`src/rtl/picorv32_avl_master.sv`:
```
// rtl/picorv32_avl_master.sv - picorv32 native memory port to Avalon-MM master bridge
// Single-beat Avalon commands with calibration gating, access timeout and stale-beat discard.
module picorv32_avl_master #(
  parameter int unsigned TIMEOUT_CYCLES = 1024,
  parameter logic [31:0] ERR_DATA       = 32'hDEAD_BEEF,
  parameter int unsigned STALE_W        = 4
) (
  input  logic        clk_clk,
  input  logic        reset_reset,
  input  logic        mem_valid,
  input  logic [31:0] mem_addr,
  input  logic [31:0] mem_wdata,
  input  logic [3:0]  mem_wstrb,
  output logic        mem_ready,
  output logic [31:0] mem_rdata,
  output logic [20:0] avl_address,
  output logic [31:0] avl_writedata,
  output logic [3:0]  avl_byteenable,
  output logic        avl_read,
  output logic        avl_write,
  output logic [2:0]  avl_burstcount,
  output logic        avl_beginbursttransfer,
  input  logic        avl_waitrequest_n,
  input  logic        avl_readdatavalid,
  input  logic [31:0] avl_readdata,
  input  logic        local_init_done,
  input  logic        local_cal_fail,
  output logic        err_timeout,
  output logic        err_calfail
);

  localparam int TW = (TIMEOUT_CYCLES > 2) ? $clog2(TIMEOUT_CYCLES) : 1;
  localparam logic [TW-1:0] T_LAST = TW'(TIMEOUT_CYCLES - 1);

  typedef enum logic [1:0] {IDLE = 2'd0, CMD = 2'd1, RDWAIT = 2'd2, DONE = 2'd3} state_t;

  state_t             state, state_next;
  logic [TW-1:0]      tcnt;
  logic [STALE_W-1:0] stale, stale_next;
  logic               is_write;

  logic issue, calfail_hit, timeout_hit, beat_take;
  logic timed_out, stale_full, stale_beat, req_write, stale_inc;

  logic        mem_ready_d, avl_read_d, avl_write_d, begin_d;
  logic        err_timeout_d, err_calfail_d;
  logic [31:0] mem_rdata_d, writedata_d;
  logic [20:0] address_d;
  logic [3:0]  byteenable_d;

  logic unused_addr_bits;
  assign unused_addr_bits = ^{mem_addr[31:23], mem_addr[1:0]};

  assign timed_out      = (tcnt == T_LAST);
  assign stale_full     = &stale;
  assign stale_beat     = avl_readdatavalid && (stale != '0);
  assign req_write      = (mem_wstrb != 4'h0);
  assign avl_burstcount = 3'd1;

  always_ff @(posedge clk_clk) begin
    if (reset_reset) begin
      state                  <= IDLE;
      tcnt                   <= '0;
      stale                  <= '0;
      is_write               <= 1'b0;
      mem_ready              <= 1'b0;
      mem_rdata              <= '0;
      avl_address            <= '0;
      avl_writedata          <= '0;
      avl_byteenable         <= 4'h0;
      avl_read               <= 1'b0;
      avl_write              <= 1'b0;
      avl_beginbursttransfer <= 1'b0;
      err_timeout            <= 1'b0;
      err_calfail            <= 1'b0;
    end else begin
      state <= state_next;
      if (issue)
        tcnt <= '0;
      else if (state == CMD || state == RDWAIT)
        tcnt <= tcnt + TW'(1);
      stale <= stale_next;
      if (issue)
        is_write <= req_write;
      mem_ready              <= mem_ready_d;
      mem_rdata              <= mem_rdata_d;
      avl_address            <= address_d;
      avl_writedata          <= writedata_d;
      avl_byteenable         <= byteenable_d;
      avl_read               <= avl_read_d;
      avl_write              <= avl_write_d;
      avl_beginbursttransfer <= begin_d;
      err_timeout            <= err_timeout_d;
      err_calfail            <= err_calfail_d;
    end
  end

  always_comb begin
    state_next  = state;
    issue       = 1'b0;
    calfail_hit = 1'b0;
    timeout_hit = 1'b0;
    beat_take   = 1'b0;
    case (state)
      IDLE: begin
        if (mem_valid && !mem_ready) begin
          if (local_cal_fail) begin
            state_next  = DONE;
            calfail_hit = 1'b1;
          end else if (local_init_done && !stale_full) begin
            state_next = CMD;
            issue      = 1'b1;
          end
        end
      end
      CMD: begin
        if (avl_waitrequest_n)
          state_next = is_write ? DONE : RDWAIT;
        else if (timed_out) begin
          state_next  = DONE;
          timeout_hit = 1'b1;
        end
      end
      RDWAIT: begin
        if (avl_readdatavalid && stale == '0) begin
          state_next = DONE;
          beat_take  = 1'b1;
        end else if (timed_out) begin
          state_next  = DONE;
          timeout_hit = 1'b1;
        end
      end
      default: state_next = IDLE;
    endcase

    // An abandoned read leaves one beat in flight; beats owed to it are dropped in any state.
    stale_inc  = timeout_hit && (state == RDWAIT);
    stale_next = stale;
    if (stale_inc && !stale_beat && !stale_full)
      stale_next = stale + STALE_W'(1);
    else if (stale_beat && !stale_inc)
      stale_next = stale - STALE_W'(1);
  end

  always_comb begin
    mem_ready_d   = (state_next == DONE);
    mem_rdata_d   = mem_rdata;
    if (beat_take)
      mem_rdata_d = avl_readdata;
    else if (calfail_hit || timeout_hit)
      mem_rdata_d = ERR_DATA;
    avl_read_d    = (state_next == CMD) && (issue ? !req_write : !is_write);
    avl_write_d   = (state_next == CMD) && (issue ? req_write : is_write);
    begin_d       = issue;
    address_d     = issue ? mem_addr[22:2] : avl_address;
    writedata_d   = issue ? mem_wdata : avl_writedata;
    byteenable_d  = avl_byteenable;
    if (issue)
      byteenable_d = req_write ? mem_wstrb : 4'hF;
    err_timeout_d = err_timeout || timeout_hit;
    err_calfail_d = err_calfail || calfail_hit;
  end

endmodule

```
`config.mk`:
```
export PLATFORM = sky130hd
export DESIGN_NAME = picorv32_avl_master
export DESIGN_NICKNAME = d
export VERILOG_FILES = /design/src/rtl/picorv32_avl_master.sv
export SDC_FILE = /design/constraint.sdc
export NUM_CORES = 1
export LEC_CHECK = 0
export CORE_AREA = 10 10 114 116
export CTS_CLUSTER_DIAMETER = 100
export DETAILED_ROUTE_END_ITERATION = 6
export DIE_AREA = 0 0 124 126
export GPL_TIMING_DRIVEN = 0
export PLACE_DENSITY = 0.85
export SYNTH_ARGS = -nofsm -noshare
export SYNTH_HDL_FRONTEND = slang
export SYNTH_SLANG_ARGS = --single-unit
```
`constraint.sdc`:
```
create_clock -name clk_clk -period 3.67 [get_ports clk_clk]
set_input_delay 0.734 -clock clk_clk [delete_from_list [all_inputs] [get_ports clk_clk]]
set_output_delay 0.734 -clock clk_clk [all_outputs]
set_load 0.02 [all_outputs]
```
---- Yosys cells after proc, flatten, opt, wreduce, memory -nomap -nowiden ----
Index checks and enable logic that the tools add are counted.
storage, ports and cells
  flip-flop bits (word level) ............. 112
  bits of input ports ..................... 107
  output and inout port bits .............. 98
  logic and storage cells ................. 78
cells by class
  $add $sub $neg .......................... 3
  equality and inequality tests ........... 5
  multiplexer cells ....................... 28
  reduce and logical (&&, ||, !) cells .... 28
operator list
  kind                                              count
  two-way mux 32 bit                                2
  two-way mux 1 bit                                 15
  two-way mux 2 bit                                 6
  two-way mux 4 bit                                 3
  adder 10 x 1 -> 10 bit, second input constant     1
  == test 10 bit, second input constant             1
  logical AND 1 bit                                 10
  nonzero test 4 bit                                2
  logical NOT 1 bit                                 6
  one-hot mux 2 bit (3 select lines)                1
  adder 4 x 1 -> 4 bit, second input constant       1
  == test 2 x 1 -> 1 bit, second input constant     2
  == test 2 bit, second input constant              2
  logical NOT 4 bit                                 1
  logical OR 1 bit                                  4
  AND reduction 4 bit                               1
  nonzero test 2 bit                                2
  subtractor 4 x 1 -> 4 bit, second input constant  1
  logical NOT 2 bit                                 1
  one-hot mux 1 bit (2 select lines)                1
  OR reduction 2 bit                                1

---- Longest topological paths before layout ----
  depth in word-level cells ............... 9
  depth in mapped cells ................... 12
  gate-level depth less buffers ........... 12

---- Worst setup path after synthesis ----
No wires, ideal clock.
  path type ............................... in2reg
  start ................................... input port avl_waitrequest_n
  end ..................................... register stale[3]
  setup time .............................. 123 ps
  data arrival time ....................... 2538 ps
  data required time ...................... 3547 ps
  path slack .............................. 1009 ps
  cell stages on the path ................. 10
  path buffers ............................ 0
  path through ............................ nor2b_1 > nand3b_1 > nand4_1 > or2_2 > ha_1 > a21o_1 > a21oi_1 > nor2_1 > mux2i_1 > mux2_1
between the ends
  cells in the longest elaborated chain, start to end .. 6
  elaborated cells between the ends (all ways) .. 9
  those cells by class .................... mux: 3; reduce/logical: 6
ends and longest elaborated chain
  what                                                     line      source
  from (decl)                                              23        input logic avl_waitrequest_n,
  two-way mux 1 bit (*)                                    117       if (avl_waitrequest_n)
  one-hot mux 1 bit (2 select lines) (*)                   104       case (state)
  logical AND 1 bit (*)                                    137       stale_inc = timeout_hit && (state == RDWAIT);
  logical AND 1 bit or logical NOT 1 bit (tied branches)   139, 141
  logical AND 1 bit (on tied branches)                     139, 141
  two-way mux 4 bit or nonzero test 2 bit (tied branches)  -
  to (signal assigned)                                     82        stale <= stale_next;
  to (decl)                                                39        logic [STALE_W-1:0] stale, stale_next;
Every way passes the cells marked *; elsewhere a longest branch is shown, timed or not.
A chain may end at the register's enable or synchronous reset.

---- Worst setup path in the final report ----
Ends and elaborated chain as after synthesis.

==> impl_metrics.ini <==
[timing]
slew_headroom_pct = 42.1
drv_slew = 0
tightestPinTransition_ns = 0.860
setup_viol = 0
tns_ns = 0
fmax_mhz = 339
fin_worst_skew_ns = 0.0131
hold_violations = 0
rsz0062_at_grt = false
finalCriticalPeriod_ns = 2.95
period_share_pct = 80.3

[min_path]
min_from = avl_writedata[26]$_SDFFE_PP0P_
min_path_cells = 2
hold_path_end = avl_writedata[26]$_SDFFE_PP0P_
hold_class = reg2reg

[grt]
grt_pass1_vias = 3969
gr-usage-all-layers_pct = 16.5
grt_pass1_wl_um = 20900
grt_max_degree = 21
grt_antenna_before_repair = 0
overflow = 0

[floorplanning]
fp.dieW_um = 124
core_sq_um = 10700
num_io_pins = 205
rows = 38
initial_core_util_pct = 40.1
die_area_sq_um = 15600
dieHeight_um = 126

[place]
gp_congestion = 0.801
port-buffer-count = 190
placed_cell_area_sq_um = 6370
place_hpwl_um = 11000
place_inst = 810

[job]
drv_cap = 0

[worst_setup_path]
crit_arrival_ns = 3.21
r2r_end = stale[3]$_SDFFE_PP0P_
cp-end-kind = register
worst_ep_required_time_ns = 3.93
r2r_setup_slack_ns = 0.82
path_buf_inv = 1
cp_top_family = simple AND/OR/NAND/NOR gates
crit_path_top_delay_cell = clkdlybuf4s50_1
r2r_cells = 12
slowest_delay_ns = 0.45
critPathKind = in2reg
critPathLaunchType = input pin
rr_startpoint = state[1]$_SDFF_PP0_
crit_fanout = 3
crit_chain = clkdlybuf4s50_1 -> nor2b_1 -> nand3b_1 -> nand4_1 -> or2_2 -> ha_1 -> a21o_1 -> a21oi_1 -> nor2_1 -> mux2i_1 -> mux2_1

[drt]
dr.pass1.iters = 4
detail_route.wl_per_cell_um = 16.6
postRouteAntennaNets = 0
wl_um = 13700
post_drt_via_cell_ratio = 4.94
drc = 0
vias = 4077
drt_first_iter_violations = 206

[outcome]
run_status = finished, final reports clean

[pwr]
powerDensity_nw_per_um2 = 529
power.leakage_nw = 2.41
worst_ir_drop_vdd_mv = 0.272

[final_layout]
area_growth_pct = 52.8
final_common_cell = clkdlybuf4s50_1
fin_area_sq_um = 6560
diodes = 0
fin_cells = 826
drive_above_1_share_pct = 5.98
fin_nets = 797
final_cell_mix = 190 x clkdlybuf4s50_1, 129 x nand2_1, 112 x dfxtp_1, 55 x a21oi_1, 28 x nor2_1

[cts]
post_cts_resized = 0
insertion_delay_ns = 0.37
cts_htree_levels = 3
cts_buffers = 9
tritoncts = built
post_cts_buffers = 0
path_clk_slew_ns = 0.11
clock_sinks = 112
ctsHoldBuffers = 0
clockBufferDepth = 2
cts_root_buffer = clkbuf_8

[yosys]
synth-seq-cells = 112
ys_warn_count = 0
netlist_area_sq_um = 4290
ys_types = 46
syn_avg_cell_area_sq_um = 8.96
syn_inst = 479
ys_seq_area_share_pct = 52.2
==> state kept, by name, summed over array words and instances, names as in the netlist <==
name and cells:
stale 4, avl_writedata 32, mem_ready 1, is_write 1, mem_rdata 32, avl_address 21
tcnt 10, state 2, avl_byteenable 4, err_calfail 1, avl_beginbursttransfer 1, avl_read 1
err_timeout 1, avl_write 1
==> report_power, final <==
group / total (mW) / switching [mW] / internal (mW)
clock: 0.699 / 0.437 / 0.262
combinational: 1.24 / 0.642 / 0.602
sequential: 1.53 / 0.127 / 1.40
total: 3.47 / 1.21 / 2.27
==> logic make-up (layout without fill, tap and decap cells) <==
group,Yosys count,in the layout,synth area share [%]
other,2,3,0.175
AO/OA/AOI/OAI,97,97,16.5
flip-flops,112,112,52.2
XOR/XNOR,10,10,2.04
multiplexers,7,7,1.87
buffers and inverters,46,252,4.58
AND/OR/NAND/NOR,196,196,19.8
adder cells (fa/ha/maj),9,9,2.80
==> area by class of cell <==
cell class | count | area (sq um)
repair buffers | 190 | 1900
well taps | 140 | 175
plain buffers | 33 | 148
fillers | 915 | 4140
clock buffers | 9 | 124
multi-input cells | 322 | 1860
flip-flops and latches | 112 | 2240
inverters | 13 | 48.8
clock inverters | 7 | 62.6
==> routing by layer <==
layer  global-route usage (%)  vias to the layer above  routed length, um
met2                     29.1                      123               6910
met1                     18.2                     1917               5390
li1                         -                     2027                  -
met5                        0                        -                  0
met4                     3.59                        0                158
met3                     6.39                       10               1290
==> per-stage QoR <==
step	power, mW	hold WS [ns]	util, %	worst slack, ns
3_3_place_gp	2.76	0.437	59.6	0.399
5_1_grt	3.67	0.479	61.3	0.570
3_5_place_dp	2.81	0.447	59.6	0.343
6_report	3.47	0.459	61.3	0.721
4_1_cts	3.51	0.462	61.3	0.747
2_1_floorplan	2.24	0.483	-	1.01
==> Yosys cell counts, drive strengths merged <==
cell type | count | area (sq um)
a211o | 1 | 10.0
a211oi | 1 | 12.5
a21boi | 1 | 7.51
a21o | 1 | 7.51
a21oi | 55 | 275
and2 | 2 | 12.5
and2b | 1 | 7.51
and3 | 3 | 18.8
and3b | 1 | 8.76
buf | 15 | 80.1
clkbuf | 18 | 67.6
conb | 2 | 7.51
dfxtp | 112 | 2240
fa | 1 | 20.0
ha | 8 | 100
inv | 13 | 48.8
mux2 | 2 | 26.3
mux2i | 5 | 53.8
nand2 | 129 | 484
nand3 | 5 | 25.0
nand3b | 1 | 7.51
nand4 | 6 | 50.0
nor2 | 28 | 105
nor2b | 5 | 31.3
nor3 | 11 | 66.3
nor3b | 1 | 7.51
nor4 | 2 | 18.8
o211ai | 1 | 12.5
o21a | 1 | 7.51
o21ai | 1 | 5.00
o221a | 25 | 282
o311a | 1 | 10.0
o32ai | 8 | 70.1
o41ai | 1 | 8.76
or2 | 1 | 6.26
xnor2 | 5 | 43.8
xor2 | 5 | 43.8
==> worst register-to-register path, delay by kind of cell, from the launching register on <==
kind | cells | cell delay [ns]
AND/OR/NAND/NOR | 5 | 0.96
multiplexers | 2 | 0.46
AO/OA/AOI/OAI | 2 | 0.35
adder cells (fa/ha/maj) | 2 | 0.50
buffers and inverters | 1 | 0.11
flip-flops | 1 | 0.38
==> how the worst max path moves through the flow <==
stage                     slack [ns]  depth (start not counted)                     to                   from
after global routing            0.57                          9  stale[3]$_SDFFE_PP0P_  stale[0]$_SDFFE_PP0P_
after floorplan                 1.01                         10  stale[3]$_SDFFE_PP0P_      avl_waitrequest_n
after detailed placement        0.34                         11  stale[3]$_SDFFE_PP0P_      avl_waitrequest_n
final                           0.72                         11  stale[3]$_SDFFE_PP0P_      avl_waitrequest_n
after global placement          0.40                         11  stale[3]$_SDFFE_PP0P_      avl_waitrequest_n
after CTS                       0.75                         11  stale[3]$_SDFFE_PP0P_      avl_waitrequest_n
Power figures use the tool's default switching activity.
